## src/rtl/div_sequencer.sv

```systemverilog
// div_sequencer: multi-cycle restoring divider for DIV/DIVU/REM/REMU.
// One quotient bit per cycle; stalls the pipeline while a division is in flight.
// Optional build macro DIV_FAST_PATH_EN: divide-by-zero and signed overflow
// bypass the iterative loop and complete one cycle after acceptance.
module div_sequencer #(
  parameter int XLEN = 32
) (
  input  logic            clk,
  input  logic            rst_n,
  input  logic            div_req_i,
  input  logic [1:0]      div_ops_i,
  input  logic [XLEN-1:0] operand_1_i,
  input  logic [XLEN-1:0] operand_2_i,
  input  logic            kill_i,
  output logic            stall_o,
  output logic            done_o,
  output logic [XLEN-1:0] result_o
);

  localparam int CNT_W = $clog2(XLEN);
  localparam logic [XLEN:0]   ONE_EXT = {{XLEN{1'b0}}, 1'b1};
  localparam logic [XLEN-1:0] INT_MIN = {1'b1, {(XLEN-1){1'b0}}};

  typedef enum logic [1:0] {IDLE, CALC, DONE} state_t;

  state_t                state;
  logic [CNT_W-1:0]      cnt;
  logic                  is_rem;
  logic                  q_neg, r_neg, dz, ovf;
  logic [XLEN-1:0]       quo, rem, dvsr, dvnd;

  logic                  accept;
  logic                  signed_op;
  logic                  dz_in, ovf_in;
  logic [XLEN:0]         rem_sh, diff;
  logic                  ge;
  logic [XLEN-1:0]       rem_nx, quo_nx, final_res;

  // Magnitude computed in XLEN+1 bits so the most negative value stays exact.
  function automatic logic [XLEN-1:0] abs_val(input logic [XLEN-1:0] v, input logic sgn);
    logic [XLEN:0] e;
    e = {sgn & v[XLEN-1], v};
    if (e[XLEN]) e = ~e + ONE_EXT;
    return e[XLEN-1:0];
  endfunction

  // Conditional two's-complement negation, again widened by one bit.
  function automatic logic [XLEN-1:0] cond_neg(input logic [XLEN-1:0] v, input logic neg);
    logic [XLEN:0] e;
    e = {1'b0, v};
    if (neg) e = ~e + ONE_EXT;
    return e[XLEN-1:0];
  endfunction

  // Architectural results for the corner cases take precedence over the loop output.
  function automatic logic [XLEN-1:0] fix_result(input logic rem_op, input logic zero_div,
                                                 input logic overflow, input logic [XLEN-1:0] q,
                                                 input logic [XLEN-1:0] r,
                                                 input logic [XLEN-1:0] dividend);
    logic [XLEN-1:0] res;
    if (zero_div)      res = rem_op ? dividend : {XLEN{1'b1}};
    else if (overflow) res = rem_op ? {XLEN{1'b0}} : INT_MIN;
    else               res = rem_op ? r : q;
    return res;
  endfunction

  assign accept    = (state == IDLE) & div_req_i & ~kill_i;
  assign stall_o   = accept | (state == CALC);
  assign signed_op = ~div_ops_i[0];
  assign dz_in     = (operand_2_i == {XLEN{1'b0}});
  assign ovf_in    = signed_op & (operand_1_i == INT_MIN) & (operand_2_i == {XLEN{1'b1}});

  // One restoring shift-subtract step plus the sign-fixed result of the final step.
  always_comb begin
    rem_sh    = {rem, quo[XLEN-1]};
    diff      = rem_sh - {1'b0, dvsr};
    ge        = ~diff[XLEN];
    rem_nx    = ge ? diff[XLEN-1:0] : rem_sh[XLEN-1:0];
    quo_nx    = {quo[XLEN-2:0], ge};
    final_res = fix_result(is_rem, dz, ovf, cond_neg(quo_nx, q_neg), cond_neg(rem_nx, r_neg), dvnd);
  end

  // Datapath registers: loaded at acceptance, shifted every CALC cycle; no reset needed.
  always_ff @(posedge clk) begin
    if (accept) begin
      is_rem <= div_ops_i[1];
      q_neg  <= signed_op & ~div_ops_i[1] & (operand_1_i[XLEN-1] ^ operand_2_i[XLEN-1]);
      r_neg  <= signed_op & div_ops_i[1] & operand_1_i[XLEN-1];
      dz     <= dz_in;
      ovf    <= ovf_in;
      dvnd   <= operand_1_i;
      quo    <= abs_val(operand_1_i, signed_op);
      dvsr   <= abs_val(operand_2_i, signed_op);
      rem    <= {XLEN{1'b0}};
    end else if (state == CALC) begin
      quo    <= quo_nx;
      rem    <= rem_nx;
    end
  end

  // Sequencing FSM with registered done pulse and result.
  always_ff @(posedge clk or negedge rst_n) begin
    if (!rst_n) begin
      state    <= IDLE;
      cnt      <= '0;
      done_o   <= 1'b0;
      result_o <= '0;
    end else if (kill_i) begin
      state    <= IDLE;
      done_o   <= 1'b0;
    end else begin
      case (state)
        IDLE: begin
          done_o <= 1'b0;
          if (div_req_i) begin
            cnt   <= CNT_W'(XLEN - 1);
`ifdef DIV_FAST_PATH_EN
            if (dz_in | ovf_in) begin
              state    <= DONE;
              done_o   <= 1'b1;
              result_o <= fix_result(div_ops_i[1], dz_in, ovf_in, '0, '0, operand_1_i);
            end else begin
              state <= CALC;
            end
`else
            state <= CALC;
`endif
          end
        end
        CALC: begin
          cnt <= cnt - CNT_W'(1);
          if (cnt == '0) begin
            state    <= DONE;
            done_o   <= 1'b1;
            result_o <= final_res;
          end
        end
        DONE: begin
          state  <= IDLE;
          done_o <= 1'b0;
        end
        default: begin
          state  <= IDLE;
          done_o <= 1'b0;
        end
      endcase
    end
  end

endmodule

```

## config.mk

```make
export PLATFORM = sky130hd
export DESIGN_NAME = div_sequencer
export DESIGN_NICKNAME = d
export VERILOG_FILES = /design/src/rtl/div_sequencer.sv
export SDC_FILE = /design/constraint.sdc
export NUM_CORES = 1
export LEC_CHECK = 0
export ABC_CLOCK_PERIOD_IN_PS = 8900
export CAP_MARGIN = 5
export CORE_MARGIN = 4
export CORE_UTILIZATION = 59
export DETAILED_ROUTE_END_ITERATION = 8
export GPL_ROUTABILITY_DRIVEN = 0
export PLACE_DENSITY = 0.81
export SLEW_MARGIN = 20
export SYNTH_ARGS = -nofsm -noshare
export SYNTH_HDL_FRONTEND = slang
export SYNTH_SLANG_ARGS = --single-unit
```

## constraint.sdc

```tcl
create_clock -name clk -period 8.9 [get_ports clk]
set_input_delay 2.67 -clock clk [delete_from_list [all_inputs] [get_ports clk]]
set_output_delay 2.67 -clock clk [all_outputs]
set_load 0.03 [all_outputs]
```

# [Word level (Yosys, flattened, before mapping)]
# Cells that the tools add are included.
[word_totals] ff_bits=173 in_bits=70 wordCells=74
[classes] n_reduce_logical=8 mux=21 addsub=6 n_eq_ne=6 bitwise=20
[op_table] op="$mux W32" count=12
[op_table] op="$add A32 B1 Y32 const B" count=4
[op_table] op="$not A32 Y32" count=4
[op_table] op="$eq A32 B32 Y1 const B" count=2
[op_table] op="$sub A33 B32 Y33" count=1
[op_table] op="$logic_not A32 Y1" count=1
[op_table] op="$and A1 B1 Y1" count=10
[op_table] op="$pmux W5 S2" count=1
[op_table] op="$mux W2" count=3
[op_table] op="$reduce_and A3 Y1" count=2
[op_table] op="$logic_not A5 Y1" count=1
[op_table] op="$mux W5" count=1
[op_table] op="$sub A5 B1 Y5 const B" count=1
[op_table] op="$not A1 Y1" count=4
[op_table] op="$pmux W2 S2" count=1
[op_table] op="$reduce_bool A2 Y1" count=2
[op_table] op="$mux W1" count=3
[op_table] op="$ne A3 B2 Y1 const B" count=1
[op_table] op="$ne A3 B3 Y1 const B" count=1
[op_table] op="$eq A2 B1 Y1 const B" count=1
[op_table] op="$logic_not A2 Y1" count=1
[op_table] op="$ne A2 B2 Y1 const B" count=1
[op_table] op="$reduce_and A2 Y1" count=1
[op_table] op="$or A1 B1 Y1" count=1
[op_table] op="$xor A1 B1 Y1" count=1

# [Longest topological paths before layout]
# Gate-level depths: netlist of run 1.
[depth] depth_word=8 depth_mapped=27 ltp_nobuf=22

# [Worst setup path before layout of run 1]
# Ideal clock, no wire load.
[synth_path] kind="in2out" from="in kill_i" to="out stall_o" stages=5 path_slack_ps=137 t_arrival_ps=6093 path_cell_list="or4b_2 inv_1 nor2_1 clkbuf_1 inv_1"
[synth_between] elab_chain_cells=3
[synth_lines] item="start: declaration" line_no="14" rtl="input logic kill_i,"
[synth_lines] item="$not A1 Y1 (no source line)"
[synth_lines] item="$and A1 B1 Y1" line_no="67" rtl="assign accept = (state == IDLE) & div_req_i & ~kill_i;"
[synth_lines] item="net accept" line_no="32" rtl="logic accept;"
[synth_lines] item="$or A1 B1 Y1" line_no="68" rtl="assign stall_o = accept | (state == CALC);"
[synth_lines] item="end: declaration" line_no="15" rtl="output logic stall_o,"
# The timed path passes the listed nets, and every way through them passes these cells.

# [Worst setup path after layout of run 1]
# Ends and elaborated chain as after synthesis.

==> results of run 1 <==
## cells in the final DEF, fill, tap and decap left out, types with 22 or more instances in the layout
cell	n
a21oi_1	99
dfrtp_1	40
xor2_1	56
mux2i_1	27
inv_1	66
o31ai_1	22
clkdlybuf4s50_1	102
edfxtp_1	101
nor3_1	42
nand2_1	166
nor2_1	94
dfxtp_1	32
ha_1	39
xnor2_1	82
o21ai_0	133
## how the worst min path moves through the flow
stage / startpoint / end / slack [ns] / cells after the start
global route: result_o[21] / result_o[21] / 0.51 / 2
CTS: result_o[18] / result_o[18] / 0.49 / 2
global placement: result_o[19] / result_o[19] / 0.46 / 2
finish: result_o[18] / result_o[18] / 0.48 / 2
floorplan: rem[21] / rem[21] / 0.45 / 2
detailed placement: result_o[18] / result_o[18] / 0.47 / 2
## synth_stat cells (19+ instances only)
master	n	area, um^2
o31ai_1	22	165
clkbuf_1	52	195
inv_1	67	251
mux2i_1	27	270
nand2_1	167	627
a21oi_1	99	495
ha_1	39	488
o21ai_0	133	666
nand2b_1	19	119
nor3_1	42	210
dfxtp_1	32	641
xor2_1	56	490
xnor2_1	82	718
nor2_1	94	353
edfxtp_1	101	3030
dfrtp_1	40	1000
## state kept, by name, summed over array words and instances, names as in the netlist
signal	count
ovf	1
rem	32
is_rem	1
dvnd	32
result_o	32
cnt	5
dz	1
quo	32
state	2
done_o	1
r_neg	1
dvsr	32
q_neg	1
## kinds of logic after synthesis
| family | synth area share |
|---|---|
| compound gates | 0.230 |
| xor+xnor | 0.0996 |
| fa+ha+maj | 0.0419 |
| buf+inv | 0.0452 |
| flops | 0.385 |
| mux | 0.0241 |
| simple gates | 0.174 |
## critical path, cell delays in order
cell	delay [ns]
clkdlybuf4s50_1	0.46
or4b_2	0.76
inv_2	0.10
nor2_1	0.06
inv_1	0.18
clkdlybuf4s50_1	0.70
## report_power, final
group          total [mW]  internal (mW)  switching [mW]
registers            1.12          0.984           0.132
clock network       0.784          0.446           0.338
logic                1.84          0.688            1.16
total                3.74           2.12            1.63
## routing by layer
metal / wire length [um] / share of wire / vias to the layer above
met4: 1190 / 0.036 / 0
met2: 15900 / 0.48 / 501
met1: 13300 / 0.40 / 5228
met3: 2850 / 0.086 / 83
met5: 0 / 0 / -
li1: - / - / 5211
## layout make-up
class | count | area, um^2 | area share
clock buffer | 20 | 468 | 0.0337
timing repair buffer | 112 | 1100 | 0.0788
sequential | 173 | 4670 | 0.336
inverter | 70 | 265 | 0.0191
tap | 270 | 338 | 0.0243
multi-input combinational | 1078 | 6920 | 0.497
clock inverter | 12 | 146 | 0.0105
## through the flow
| step | instance area (um^2) | std cells | hold WS, ns | setup slack, ns | total power [mW] |
|---|---|---|---|---|---|
| 2_1_floorplan | 12100 | 1389 | 0.453 | 0.137 | 2.48 |
| 3_3_place_gp | 13300 | 1703 | 0.462 | 1.35 | 2.88 |
| 3_5_place_dp | 13300 | 1703 | 0.472 | 1.32 | 2.93 |
| 4_1_cts | 13900 | 1735 | 0.488 | 1.32 | 3.72 |
| 5_1_grt | 13900 | 1735 | 0.511 | 1.26 | 3.99 |
| 6_report | 13900 | 1735 | 0.482 | 1.30 | 3.74 |
==> reports/results.tsv, run 1 <==
metric	value	unit
ios	104	
rr_startpoint	quo[31]	
ys_warn_count	0	
num_rows	52	
met2_usage	0.476	
die_x	151	um
required	6.23	ns
worst_pin_slew	1.06	ns
drt-initial-drc-count	1076	
fmax	132	MHz
cts_buffer_depth	2	
initial_core_util	0.600	
fin_skew	0.0145	ns
grtUsageMet1	0.386	
wl	33300	um
cts_resized	0	
grt_pass1_vias	10400	
dp.final_hpwl	24200	um
cts_tree	built	
clock-sinks	173	
ys_async_sr_fraction	0.231	
end_kind	output port	
final_util	0.687	
drt_pass1_iterations	8	
synth_edf_count	101	
synth.distinct_cells	90	
cts_hold_buf	0	
leakage	5.34	nW
setup_violations	0	
power.ir.vdd_worst	325	uV
hold_viol	0	
crit_end	stall_o	
clk_pin_slew	0.07	ns
core	20200	um^2
synthFlopType	edfxtp_1	
top_usage_layer	met2	
startpoint	kill_i	
numCtsBuffers	17	
antenna_found_initial	0	
ys_ff_latch	173	
nNetsFinal	1562	
h-tree-depth	4	
worstPathMaxFanout	4	
viasPerCell	6.35	
worstSetupPathType	in2out	
ant_nets	0	
drive_above_1_share	0.0478	
yosysSeqAreaShare	0.385	
synth_area	12100	um^2
clkLatencyLatePin	0.44	ns
root_buffer	clkbuf_16	
status	finished, final reports clean	
critPathArrivalTime	4.93	ns
route.detailed.drc	0	
drv_cap	0	
syn2layout_area_growth	14.6	%
rsz0062_at_grt	no	
grt_first_pass_wirelength	53000	um
gr-total-overflow	0	
critPathLaunchType	input pin	
grt_max_degree	75	
detail_route.wl_per_cell	19.2	um
vias	11000	
reg2regPathDepth	21	
relSlewSlack	0.293	
tns	0	ns
numPortBuffers	103	
syn_area_per_cell	8.73	um^2
syn_nets	1499	
worstHoldPathType	reg2reg	
die_y	151	um
post_cts_buffers	0	
slew_violations	0	
ff2ff_setup_slack	2.34	ns
grt_usage	0.295	
period_needed	7.60	ns
timing.rr.end	result_o[22]	
die-area	22900	um^2
grtUsageMet3	0.0667	
synth_cells	1389	
fin_crit_sh	0.854	
n_fill_cell	1649	
n_antenna_cell	0	
p_per_area	269	nW/um^2
Power figures use the tool's default switching activity.
==> run 2, diff against run 1 <==
- CORE_UTILIZATION: 59 -> 61
- DONT_BUFFER_PORTS: default -> 1
- PLACE_DENSITY: 0.81 -> 0.77
==> reports/results.tsv, run 2 (synthesis results as in run 1) <==
metric	value	unit	change
status	finished, final reports clean		
viasPerCell	6.47		+1.9%
worstPathMaxFanout	67		+63
fin_skew	0.0144	ns	-0.0000592 ns
slew_violations	0		unchanged
crit_buf_inv	4		unchanged
gr-total-overflow	0		unchanged
initial_core_util	0.621		+0.0217
root_buffer	clkbuf_16		
slowest_stage	or4b_2		
ant_nets	0		unchanged
cts_hold_buf	0		unchanged
clkLatencyLatePin	0.45	ns	about the same
layout_commonest_cell	nand2_1		
final_util	0.658		-0.0291
n_fill_cell	1667		+1.1%
critPathTopFamily	buffers and inverters		
drt-initial-drc-count	1167		+8.5%
multiInputGateArea	6920	um^2	unchanged
die_y	149	um	-1.6%
rsz0062_at_grt	no		
fin_crit_sh	0.793		-0.0605
cpMostUsedCell	buf_4		
post_cts_buffers	0		unchanged
wl	32600	um	-1.9%
drt_pass1_iterations	7		-1
period_needed	7.06	ns	-0.539 ns
cts_tree	built		
relSlewSlack	0.290		-0.00235
die_x	149	um	-1.6%
grt_max_degree	75		unchanged
grt_usage	0.293		-0.00143
setup_violations	0		unchanged
power.ir.vdd_worst	221	uV	-32%
die-area	22200	um^2	-3.1%
required	6.23	ns	about the same
clock-sinks	173		unchanged
leakage	4.93	nW	-7.7%
final-seq-area	4670	um^2	unchanged
hold_viol	0		unchanged
route.detailed.drc	0		unchanged
antenna_found_initial	0		unchanged
cp_slowest_stage_delay	0.65	ns	-0.11 ns
worstHoldPathType	reg2reg		
clk_pin_slew	0.07	ns	about the same
numPortBuffers	0		-100%
tns	0	ns	unchanged
syn2layout_area_growth	5.92	%	
dp.final_hpwl	24000	um	-0.68%
nNetsFinal	1460		-6.5%
drv_cap	0		unchanged
ios	104		unchanged
num_rows	51		-1.9%
cts_resized	0		unchanged
cts_buffer_depth	2		unchanged
fmax	142	MHz	+7.6%
grt_first_pass_wirelength	51600	um	-2.6%
vias	10500		-4.4%
core	19500	um^2	-3.5%
drive_above_1_share	0.0514		+0.00358
numCtsBuffers	17		unchanged
worstSetupPathType	in2out		
worst_pin_slew	1.06	ns	+0.00353 ns
critPathArrivalTime	4.39	ns	-0.54 ns
n_antenna_cell	0		unchanged
grt_pass1_vias	9899		-4.7%
final_cell_mix	166 x nand2_1, 133 x o21ai_0, 101 x edfxtp_1		
end_kind	output port		
critPathLaunchType	input pin		
detail_route.wl_per_cell	20.0	um	+4.5%
crit_chain	or4b_2, buf_4, inv_2, nor2_1, buf_4, inv_1		
p_per_area	283	nW/um^2	+5.3%
h-tree-depth	4		unchanged
[run 2: changes by cell type in the layout (fill, tap and decap cells not counted), sizes merged]
cell / before / now
bufinv: 2 / 0
clkdlybuf4s50: 102 / 0
clkinvlp: 0 / 2
clkinv: 5 / 7
clkbuf: 20 / 18
[run 2: metrics by stage]
step / std cells / hold WS (ns) / instance area [um^2] / power [mW] / worst slack, ns
finish: 1628 / 0.498 / 12900 / 3.64 / 1.84
global route: 1628 / 0.511 / 12900 / 3.87 / 1.71
CTS: 1628 / 0.492 / 12800 / 3.62 / 1.82
detailed placement: 1596 / 0.484 / 12300 / 2.87 / 1.82
global placement: 1596 / 0.478 / 12300 / 2.83 / 1.83
floorplan: 1389 / 0.453 / 12100 / 2.48 / 0.137
[run 2: area by class of cell]
class,count,share of cell area
multi-input combinational,1078,0.538
clock inverter,14,0.0115
inverter,70,0.0206
timing repair buffer,10,0.00584
sequential,173,0.364
clock buffer,18,0.0342
tap,265,0.0258
[run 2: path summary, 6_finish.rpt]
path,from,endpoint,slack (ns),depth (start not counted)
hold / removal,rem[29],rem[29],0.50,2
max in group asynchronous,rst_n,result_o[3],6.90,0
setup reg to reg,quo[31],result_o[22],2.43,21
setup / recovery,kill_i,stall_o,1.84,6
min in group asynchronous,rst_n,result_o[5],1.91,0
hold reg to reg,rem[29],rem[29],0.50,2
[run 2: tightest hold or removal path: cells and delay by family, from the launching register on]
family	cells	cell delay [ns]
flip-flops	1	0.33
AO/OA/AOI/OAI	1	0.06
AND/OR/NAND/NOR	1	0.05
[run 2: report_power, final]
group	switching (mW)	internal (mW)	leakage (nW)
combinational	1.12	0.648	2.90
sequential	0.152	0.984	1.75
clock	0.362	0.382	0.282
[run 2: routing by layer]
metal,wire length (um),up-vias,global-route usage
met5,0,-,0
met4,867,0,0.0989
met3,2710,60,0.0577
met2,15500,471,0.477
met1,13500,5002,0.396
li1,-,5007,-
==> patch 1, RTL diff (flow settings as in run 1) <==
The parameter `XLEN` goes from 32 to 16.
--- a/src/rtl/div_sequencer.sv
+++ b/src/rtl/div_sequencer.sv
@@ -3,7 +3,7 @@
 // Optional build macro DIV_FAST_PATH_EN: divide-by-zero and signed overflow
 // bypass the iterative loop and complete one cycle after acceptance.
 module div_sequencer #(
-  parameter int XLEN = 32
+  parameter int XLEN = 16
 ) (
   input  logic            clk,
   input  logic            rst_n,
Interface: changed (resized operand_1_i, operand_2_i and result_o); port bits go from 104 to 56. The function was not compared with the original's and may differ.
==> patch 1 against run 1 <==
  * Combinational power fell by 56%
  * Cell area fell by 49%
  * Worst setup slack improved by 0.34 ns
  * Worst hold slack improved by 0.017 ns
  * First-iteration DRC count fell by 52%
  * Count of clock-buffer cells in the layout fell by 11
  * Routed wire length fell by 53%
  * Maximum frequency rose by 4.7%
  * Sequential cell count fell by 81
  * Total power fell by 55%
  * Synthesized area fell by 49%
==> patch 1: results (changes against run 1) <==
metric	value	unit	change
grt_pass1_wl	25100	um	-53%
numCtsBuffers	9		-8
portBuffers	55		-47%
clkTransAtPathRegs	0.09	ns	+0.02 ns
ir_drop	0.156	mV	-52%
synth_commonest_cells	84 x nand2_1, 54 x nor2_1, 53 x edfxtp_1, 53 x o21ai_0, 43 x a21oi_1		
drtPass1Iterations	6		-2
num-fill-cells	830		-50%
grtUsageTotal	0.252		-0.0429
via_count	5482		-50%
clkLatencyLatePin	0.38	ns	-0.06 ns
synth_edf_count	53		-48%
routed_wirelength	15600	um	-53%
place_hpwl	11900	um	-51%
power.internal	963	uW	-55%
seq_area_frac_synth	0.399		+0.0139
wl_per_cell	17.7	um	-7.9%
postCtsSetupBuffers	0		unchanged
cts-resized-gates	0		unchanged
antenna_found_initial	0		unchanged
syn_nets	762		-49%
reg2regPathDepth	19		-9.5%
synthFlopType	edfxtp_1		
antenna_cells	0		unchanged
ys_types	75		-17%
hp-class	register to register		
whs_path_depth	2		unchanged
clockBufferDepth	2		unchanged
crit_slowest_cell	inv_1		
grt_max_degree	39		-48%
drtIter0Drc	521		-52%
path_max_fanout	35		+31
placed_area	6860	um2	-48%
ant_nets	0		unchanged
dp.cells	869		-49%
yosys-top-cells-area	edfxtp_1 26%, dfrtp_1 9.2%, xnor2_1 5.5%, dfxtp_1 5.1%, nand2_1 5.1%		
worst_pin_slew	0.902	ns	-0.159 ns
finalClockSkew	0.0140	ns	-0.000456 ns
slowest_delay	0.49	ns	-0.27 ns
cts_root_buf	clkbuf_8		
synth_warnings	0		unchanged
avgSynthCellArea	8.89	um2	+1.8%
grt_pass1_vias	5047		-51%
drive_above_1_share	0.0494		+0.00162
status	finished, final reports clean		
fin_nets	805		-48%
arrival	4.59	ns	-0.34 ns
p_leak	0.00269	uW	-50%
synthArstFlopShare	0.250		+0.0188
h-tree-depth	3		-1
## patch 1: cell count changes in the layout (fill, tap and decap cells not counted), moves of 29 or more
cell	before	now
a21oi_1	99	43
clkdlybuf4s50_1	102	53
edfxtp_1	101	53
nand2_1	166	84
nor2_1	94	54
o21ai_0	133	53
xnor2_1	82	39
xor2_1	56	27
## patch 1: final timing paths
kind / start / endpoint / slack (ns)
max: kill_i / stall_o / 1.64
min: result_o[10] / result_o[10] / 0.50
max reg2reg: quo[15] / result_o[14] / 3.99
min reg2reg: result_o[10] / result_o[10] / 0.50
max in group asynchronous: rst_n / result_o[1] / 6.33
min in group asynchronous: rst_n / state[0] / 2.24
## patch 1: cell families (layout without fill, tap and decap cells)
group,after synthesis,in the layout,synth area share
xor gates and xnor gates,66,66,0.0928
muxes,14,14,0.0225
DFF,92,92,0.399
AOI/OAI and AO/OA,201,201,0.213
buffers and inverters,70,118,0.0462
adders and majority gates,23,23,0.0474
and+or+nand+nor,235,235,0.179
## patch 1: final cells by class
type	instances	area (um2)	area share
clock inverters	7	81.3	0.0115
flip-flops and latches	92	2490	0.352
clock buffers	9	124	0.0175
repair buffers	61	588	0.0833
well taps	136	170	0.0241
multi-input cells	539	3460	0.489
inverters	41	154	0.0218
## patch 1: stage by stage
step | power (uW) | worst slack [ns]
6_report | 1690 | 1.64
5_1_grt | 1790 | 1.49
3_5_place_dp | 1390 | 1.66
2_1_floorplan | 1180 | 1.56
4_1_cts | 1680 | 1.65
3_3_place_gp | 1360 | 1.71
## patch 1: routing by layer
metal / GRT usage / part of all wire / vias to the layer above / wire, um
met5: 0 / 0 / - / 0
li1: - / - / 2646 / -
met2: 0.404 / 0.46 / 267 / 7200
met3: 0.0448 / 0.088 / 30 / 1370
met4: 0.0936 / 0.025 / 0 / 395
met1: 0.343 / 0.43 / 2539 / 6660
## patch 1: critical path, delay by kind of cell
kind / cells / cell delay [ns]
buffers and inverters: 5 / 1.55
and+or+nand+nor: 3 / 0.35
## patch 1: power by group through the flow
stage / combinational, uW / clock (uW) / sequential (uW)
global route: 882 / 318 / 591
finish: 813 / 296 / 585
CTS: 800 / 300 / 581
floorplan: 611 / 0 / 568
global placement: 768 / 0 / 588
detailed placement: 795 / 0 / 591
==> patch 2, RTL diff (flow settings as in run 1) <==
Made on the original files. Encoding of `state_t`: now one-hot (3 bits for 3 states).
--- a/src/rtl/div_sequencer.sv
+++ b/src/rtl/div_sequencer.sv
@@ -21,7 +21,7 @@
   localparam logic [XLEN:0]   ONE_EXT = {{XLEN{1'b0}}, 1'b1};
   localparam logic [XLEN-1:0] INT_MIN = {1'b1, {(XLEN-1){1'b0}}};
 
-  typedef enum logic [1:0] {IDLE, CALC, DONE} state_t;
+  typedef enum logic [2:0] {IDLE = 3'b001, CALC = 3'b010, DONE = 3'b100} state_t;
 
   state_t                state;
   logic [CNT_W-1:0]      cnt;
Function: same outputs for any inputs over 10 cycles, from zero or initial values and one cycle with rst_n low; not proved beyond that.
==> patch 2 against run 1 <==
  * Worst setup slack improved by 0.024 ns
  * Cell area increased by 1.9%
  * Sequential cell count increased by 1
  * Final cell count increased by 2.8%
  * Routed wire length increased by 12%
  * Utilization increased by 0.40 points
  * Synthesized area increased by 2.9%
  * Synthesized cell count increased by 3.5%
  * Maximum frequency increased by 0.31%
  * Die area increased by 2.8%
  * Register-to-register slack improved by 0.94 ns
Power is not compared: it rests on default switching activity, and its combinational part moved more than twofold at a synthesized area within 25%.
==> patch 2: results (changes against run 1) <==
metric	value	unit	change
status	finished, final reports clean		
synthArstFlopShare	0.236		+0.00442
synthFlopType	edfxtp_1		
numCtsBuffers	17		unchanged
ys_types	93		+3.3%
dpl_worst_slack	1.34	ns	+0.0153 ns
seq_share	0.332		-0.00435
drtPass1Iterations	6		-2
routed_wirelength	37200	um	+12%
met3_usage	0.0684		+0.00169
grt_pass1_vias	10800		+3.6%
n_all_inverters	60		-14%
drtIter0Drc	1554		+44%
use_met1	0.432		+0.0458
dp.cells	1751		+2.8%
drc	0		unchanged
num-fill-cells	1668		+1.2%
route.met2.wl	16400	um	+2.8%
non_clock_buffer_area_share	0.0807		+0.00190
r2r_setup_slack	3.28	ns	+0.94 ns
nFlopsAndLatches	174		+0.58%
path_max_fanout	27		+23
m1WireLength	15400	um	+16%
finalCritPeriodShare	0.851		-0.00265
fin_area	14200	um2	+1.9%
place_hpwl	27900	um	+15%
multi_input_area_share	0.506		+0.00857
netlist_instances	1437		+3.5%
hp-class	register to register		
slowest_delay	0.69	ns	-0.07 ns
wl_met3	4250	um	+49%
crit_slowest_cell	clkdlybuf4s50_1		
grt_max_degree	72		-4.0%
wl_per_cell	20.9	um	+8.9%
seq_area_frac_synth	0.376		-0.00878
nMultiInputCombCells	1131		+4.9%
clk_share	0.0415		-0.00267
synth_commonest_cells	172 x nand2_1, 161 x o21ai_0, 102 x nor2_1		
p_leak	0.00534	uW	
hold_slack	0.483	ns	+0.000251 ns
arrival	4.90	ns	-0.03 ns
synth_edf_count	101		unchanged
grt_pass1_wl	57800	um	+9.1%
buffers	117		+4.5%
finalClockSkew	0.0105	ns	-0.00402 ns
syn_nets	1547		+3.2%
fin_nets	1611		+3.1%
drive_above_1_share	0.0542		+0.00638
grtUsageMet2	0.471		-0.00526
worst_pin_slew	1.15	ns	+0.0854 ns
grtUsageTotal	0.306		+0.0108
via_count	11700		+6.2%
avgSynthCellArea	8.69	um2	-0.53%
yosys-top-cells-area	edfxtp_1 24%, dfrtp_1 8.0%, o21ai_0 6.5%, nand2_1 5.2%, dfxtp_1 5.1%		
## patch 2: cell families after synthesis
kind of cell	after synthesis	share of synthesized area
multiplexers	32	0.0258
XOR/XNOR	129	0.0905
AO/OA/AOI/OAI	456	0.235
adder cells (fa/ha/maj)	40	0.0407
flip-flops	174	0.376
buffers and inverters	132	0.0494
AND/OR/NAND/NOR	474	0.182
## patch 2: worst paths after layout
| check | end | start | depth (start not counted) |
|---|---|---|---|
| hold / removal | result_o[0] | result_o[0] | 2 |
| setup reg to reg | result_o[18] | quo[31] | 20 |
| hold reg to reg | result_o[0] | result_o[0] | 2 |
| max in group asynchronous | result_o[20] | rst_n | 2 |
| min in group asynchronous | cnt[0] | rst_n | 1 |
| setup / recovery | stall_o | kill_i | 7 |
## patch 2: power breakdown
group	internal [uW]	switching, uW	total [uW]	leakage, uW
clock network	378	376	755	0.000287
logic	131	209	341	0.00331
registers	897	29.4	926	0.00174
total	1410	615	2020	0.00534
